==> config.mk <==
export PLATFORM = sky130hd
export DESIGN_NAME = fifo_rd_packer
export DESIGN_NICKNAME = d
export VERILOG_FILES = /design/src/rtl/fifo_rd_packer.sv
export SDC_FILE = /design/constraint.sdc
export NUM_CORES = 1
export LEC_CHECK = 0
export BUFFER_PORTS_ARGS = -buffer_cell sky130_fd_sc_hd__buf_4
export CAP_MARGIN = 20
export CORE_UTILIZATION = 54
export DETAILED_ROUTE_END_ITERATION = 6
export PLACE_DENSITY = 0.85
export SETUP_SLACK_MARGIN = 0.02
export SYNTH_ARGS = -nofsm -noshare
export SYNTH_HDL_FRONTEND = slang
export SYNTH_SLANG_ARGS = --single-unit
==> constraint.sdc <==
create_clock -name r_clk -period 2.6 [get_ports r_clk]
set_input_delay 0.52 -clock r_clk [delete_from_list [all_inputs] [get_ports r_clk]]
set_output_delay 0.52 -clock r_clk [all_outputs]
set_load 0.03 [all_outputs]
==> src/rtl/fifo_rd_packer.sv <==
// Read-domain consumer of the async FIFO: pops narrow entries and packs LANES of them
// into one wide valid/ready word, with flush emitting a keep-masked partial word.
module fifo_rd_packer #(
  parameter int WIDTH = 8,
  parameter int LANES = 4,
  parameter int CNT_W = $clog2(LANES) + 1
) (
  input  logic                   r_clk,
  input  logic                   r_rst,
  input  logic                   fifo_empty,
  input  logic [WIDTH-1:0]       fifo_data,
  output logic                   fifo_rd,
  input  logic                   flush,
  output logic                   m_valid,
  input  logic                   m_ready,
  output logic [WIDTH*LANES-1:0] m_data,
  output logic [LANES-1:0]       m_keep,
  output logic                   m_last
);

  localparam logic [CNT_W-1:0] FULL = CNT_W'(LANES);

  logic [LANES-1:0][WIDTH-1:0] acc;
  logic [LANES-1:0][WIDTH-1:0] acc_n;
  logic [LANES-1:0][WIDTH-1:0] out_word;
  logic [CNT_W-1:0]            acc_cnt;
  logic [CNT_W-1:0]            cnt_cap;
  logic [LANES-1:0]            keep_n;
  logic                        rd_pend;
  logic                        flush_pend;
  logic                        out_free;
  logic                        full_now;
  logic                        drain;
  logic                        emit;
  logic                        flush_done;

  function automatic logic [LANES-1:0] lane_mask(input logic [CNT_W-1:0] cnt);
    logic [LANES-1:0] m;
    for (int i = 0; i < LANES; i++) m[i] = (CNT_W'(i) < cnt);
    return m;
  endfunction

  // cnt_cap is the lane count after this edge's capture; in-flight entries count as owned
  assign out_free   = !m_valid || m_ready;
  assign cnt_cap    = acc_cnt + CNT_W'(rd_pend);
  assign full_now   = (cnt_cap == FULL);
  assign drain      = flush_pend && !rd_pend;
  assign emit       = out_free && (full_now || (drain && acc_cnt != '0));
  assign flush_done = flush_pend && out_free && (full_now || drain);
  assign fifo_rd    = !r_rst && !fifo_empty && !flush_pend && (cnt_cap < FULL);
  assign keep_n     = lane_mask(cnt_cap);

  // Capturing entry bypasses into the outgoing word; unused lanes are zeroed
  always_comb begin
    acc_n    = acc;
    out_word = '0;
    for (int i = 0; i < LANES; i++) begin
      if (rd_pend && acc_cnt == CNT_W'(i)) acc_n[i] = fifo_data;
      if (keep_n[i]) out_word[i] = acc_n[i];
    end
  end

  // Accumulator stage -> output register stage
  always_ff @(posedge r_clk) begin
    if (r_rst) begin
      acc        <= '0;
      acc_cnt    <= '0;
      rd_pend    <= 1'b0;
      flush_pend <= 1'b0;
      m_valid    <= 1'b0;
      m_data     <= '0;
      m_keep     <= '0;
      m_last     <= 1'b0;
    end else begin
      rd_pend <= fifo_rd;
      acc     <= acc_n;
      acc_cnt <= emit ? '0 : cnt_cap;
      if (flush_pend) flush_pend <= !flush_done;
      else            flush_pend <= flush;
      if (emit) begin
        m_valid <= 1'b1;
        m_data  <= out_word;
        m_keep  <= keep_n;
        m_last  <= flush_pend;
      end else if (m_ready) begin
        m_valid <= 1'b0;
      end
    end
  end

endmodule
## After elaboration in Yosys (flattened, before gate mapping)

Cells that the tools add are included.

- Add/sub/neg operators: 1
- $mul: 0
- Div/mod/pow operators: 0
- Magnitude comparators: 5
- Equal/unequal tests: 4
- Shift operators: 0
- Muxes and demuxes: 11
- Bitwise logic cells: 0
- Reduce and logical (&&, ||, !) cells: 25

Operators with widths:

| cell | number |
|---|---|
| $mux 8 | 8 |
| $logic_and 1x1->1 | 12 |
| $eq 3x2->1 const B | 2 |
| $logic_not 1->1 | 6 |
| $lt 1x3->1 const A | 2 |
| $lt 2x3->1 const A | 2 |
| $add 3x1->3 | 1 |
| $eq 3x1->1 const B | 1 |
| $eq 3x3->1 const B | 1 |
| $logic_not 3->1 | 1 |
| $logic_or 1x1->1 | 3 |
| $lt 3x3->1 const B | 1 |
| $mux 1 | 3 |
| $reduce_bool 3->1 | 1 |
| $reduce_bool 2->1 | 1 |
| $reduce_or 2->1 | 1 |

- Flip-flop bits (word level): 75
- Latch bits: 0
- Bits in writable memories: 0
- Bits in read-only memories: 0
- Input bits: 13
- Word-level logic and storage cells: 57
- Memories: 0

## Logic depth before layout (Yosys ltp)

- Depth in word-level cells: 6
- Mapped depth: 8
- Depth with buffers taken out: 6

## Worst setup path before layout

No wires, ideal clock.

- Kind: register to output
- Start: register acc_cnt[0]
- End: output fifo_rd
- Arrival time: 1.951 ns
- Data required time: 2.080 ns
- Path slack: 0.129 ns
- Stages on the path, launching flop included: 5
- Path buffers: 0
- Cells stage by stage: dfxtp_1 ha_1 ha_1 xor2_4 nor4_1

- Cells in the longest elaborated chain, start to end: 3

RTL lines:

| item | line | source |
|---|---|---|
| start, declared | 26 | `logic [CNT_W-1:0] acc_cnt;` |
| start signal, assigned | 77 | `acc_cnt <= emit ? '0 : cnt_cap;` |
| $add 3x1->3 | 45 | `assign cnt_cap = acc_cnt + CNT_W'(rd_pend);` |
| $lt 3x3->1 | 50 | `assign fifo_rd = !r_rst && !fifo_empty && !flush_pend && (cnt_cap < FULL);` |
| $logic_and 1x1->1 | 50 |  |
| end, declared | 12 | `output logic fifo_rd,` |

No other way between the ends.

## Worst setup path after layout

- Start: register acc_cnt[0]
- End: register m_data[4]

- Cells in the longest elaborated chain, start to end: 4

RTL lines:

| item | line | source |
|---|---|---|
| branches (longest 4 deep; another with $add 3x1->3) | - |  |
| end signal, assigned | 82 | `m_data <= out_word;` |
| end, declared | 16 | `output logic [WIDTH*LANES-1:0] m_data,` |

Several ways; the timed one is not identified.
A chain may end at the register's enable or synchronous reset.

==> qor.csv <==
stage;metric;value;unit
run;max_cap viols;0;
sta;Peak Freq;418;MHz
synthesis;count of different cell masters after synthesis;36;
sta;post-layout min period;2.39;ns
synthesis;Avg Cell Area, Syn;10.8;µm²
synthesis;Area contributors post-synth;dfxtp_1 (56%), a22o_1 (8.9%), mux2i_1 (6.0%);
power;peak supply drop;569;µV
min_path;worst hold-check path type;primary input to flop;
clock_tree;CTS tree;yes;
synthesis;top cell type's share of synthesized area;56.4;%
route;Post-DRT Antenna Nets;0;
global_route;GR Util met3;4.31;%
route;Detailed Route Iter0 Violations;148;
sta;Worst Tran Pin Value;0.666;ns
sta;Slew HR;55.5;%
clock_tree;CTS Hold Bufs;0;
global_route;global-route wire length before repair;8.72;mm
setup_path;R2R setup slack;0.21;ns
floorplan;die height;72.2;µm
finish;area grow syn2layout;24.0;%
route;Routed WL;5.60;mm
global_route;met2 capacity usage during global routing;35.9;%
sta;RSZ-0062 raised after global routing;no;
setup_path;CP required;2.89;ns
power;Power Total;2.36;mW
global_route;initial antenna violation count;0;
setup_path;Setup crit start kind;flop;
setup_path;WP data arrival;2.69;ns
place;Cell Count Post-Placement;350;
sta;setup TNS;0;ns
finish;Post-layout nets;309;
finish;Core Util, Final;69.9;%
min_path;hold path cells;2;
floorplan;core area;4720;µm²
synthesis;Cell Area, Synth;2660;µm²
route;vias per cell;5.54;
clock_tree;setup repair bufs after CTS;0;
clock_tree;Clk pin slew, worst setup/hold paths;0.07;ns
global_route;grt total ovfl;0;
synthesis;Post-synth EDFFs;0;
setup_path;reg2reg path depth;7;
sta;Max Slew Vio Count;0;
setup_path;RR Startpoint;acc_cnt[0];
clock_tree;Longest Clk Path Bufs;2;
setup_path;crit path kind;flop to flop;
sta;final setup fails;0;
synthesis;Post-synth top cells;dfxtp_1 (75), nand2_1 (33), a22o_1 (27);
synthesis;sequential-to-total area share from yosys stat;56.4;%
finish;Antenna Cells;0;
min_path;hold_sp;fifo_empty;
clock_tree;TritonCTS Buffers;9;
place;Post-DP HPWL;3.70;mm
synthesis;synthesized flop and latch total;75;
synthesis;Syn Inst Count;246;
route;routed len/inst;15.3;µm
global_route;Tot GR Track Use;22.6;%
floorplan;Die ar.;5220;µm²
sta;Min Hold Slack;0.348;ns
sta;Final period util;92.1;%
power;Leak Pwr;1.32;nW
floorplan;initial cell density of the core;56.4;%
route;DRC;0;
setup_path;crit path launch;acc_cnt[0];
global_route;largest net degree at the start of global routing;40;
clock_tree;clock latency on the worst-skew pair;0.35;ns
synthesis;Synth warnings;0;
sta;clk_skew;0.00803;ns
floorplan;# rows;25;
synthesis;asr flop ratio synth;0;%
route;vias;2028;
setup_path;R2R Path End;m_data[4];
place;RD Place Congestion;0.835;
run_status;status;finished clean;
setup_path;CP Max Fanout;29;
min_path;Worst Hold Path EP;rd_pend;
clock_tree;clk root buf;clkbuf_8;
synthesis;Top FF cell, synth;dfxtp_1;
finish;fraction of layout cells with a size suffix above 1;25.8;%
synthesis;Post-Syn Nets;261;
power;Cell Pwr Density;714;nW/µm²
global_route;GR peak layer;met2;
clock_tree;CTS H-tree depth;3;
place;port bufs;51;
route;DRT Pass-1 Iters;4;
global_route;vias in the first global route;1835;
clock_tree;PostCTS Resize Cnt;0;
clock_tree;CTS Sinks;75;
synthesis;count leader, synth;dfxtp_1;
sta;Final Hold Fails;0;
setup_path;Crit. End Element;flop;
floorplan;Die X;72.2;µm
global_route;routing usage on met1;28.7;%
floorplan;num ports;52;
finish;Non-Filler Instances;366;
synthesis;area leader, netlist;dfxtp_1;
registers in the layout, indices dropped and copies added (netlist names):
name and cells:
m_last 1, m_data 32, flush_pend 1, acc 32
m_keep 4, acc_cnt 3, m_valid 1, rd_pend 1
through the flow:
step                instance area [µm²]  setup slack [ns]
detailed placement                 3060             0.228
finish                             3300             0.206
global placement                   3060             0.299
floorplan                          2660             0.129
CTS                                3300             0.175
global route                       3300            0.0728
power by group:
part | switching [mW] | total, mW | internal, mW
sequential | 0.0129 | 1.18 | 1.16
combinational | 0.0807 | 0.126 | 0.0456
clock | 0.415 | 1.06 | 0.641
cell families (layout without fill, tap and decap cells):
group / Yosys count / after routing / synth area share (%)
XOR/XNOR: 1 / 1 / 1.03
AND/OR/NAND/NOR: 70 / 70 / 13.0
AO/OA/AOI/OAI: 64 / 64 / 18.8
buffers and inverters: 18 / 71 / 3.81
flip-flops: 75 / 75 / 56.4
multiplexers: 16 / 16 / 6.01
adder cells (fa/ha/maj): 2 / 2 / 0.940
placed cells by master, fill, tap and decap left out, types with 2 or more instances in the layout:
| cell type | count |
|---|---|
| nand2b_1 | 2 |
| a21oi_1 | 19 |
| nor2_1 | 19 |
| a21oi_2 | 2 |
| buf_4 | 54 |
| ha_1 | 2 |
| mux2i_1 | 16 |
| a22o_1 | 27 |
| dfxtp_1 | 75 |
| a32o_1 | 10 |
| bufinv_16 | 3 |
| clkbuf_8 | 9 |
| nor4_1 | 2 |
| nand2_1 | 33 |
| and2_1 | 3 |
layer usage:
metal,vias up,part of all wire [%],routed length [µm]
li1,983,-,-
met2,64,47,2650
met5,-,0,0
met3,13,4.6,260
met1,968,45,2540
met4,0,2.7,150
worst max path at each step:
| stage | to | slack, ns | depth (start not counted) |
|---|---|---|---|
| 2_1_floorplan | fifo_rd | 0.13 | 4 |
| 3_3_place_gp | m_data[5] | 0.30 | 7 |
| 3_5_place_dp | m_data[27] | 0.23 | 7 |
| 4_1_cts | m_data[27] | 0.18 | 7 |
| 5_1_grt | m_data[3] | 0.07 | 7 |
| 6_report | m_data[4] | 0.21 | 7 |
critical path, cell delays in order, from the launching register on:
cell,delay [ns]
dfxtp_1,0.40
ha_1,0.24
ha_1,0.24
xor2_4,0.23
o2bb2ai_2,0.18
a21oi_2,0.47
buf_4,0.40
a22o_1,0.19
layout make-up:
cell class	instances	area, µm²
flip-flops and latches	75	1500
fillers	372	1420
multi-input cells	153	1070
repair buffers	54	405
clock buffers	10	128
clock inverters	6	113
well taps	67	83.8
inverters	1	3.75
Note: power is estimated with default switching activity, not from simulation.
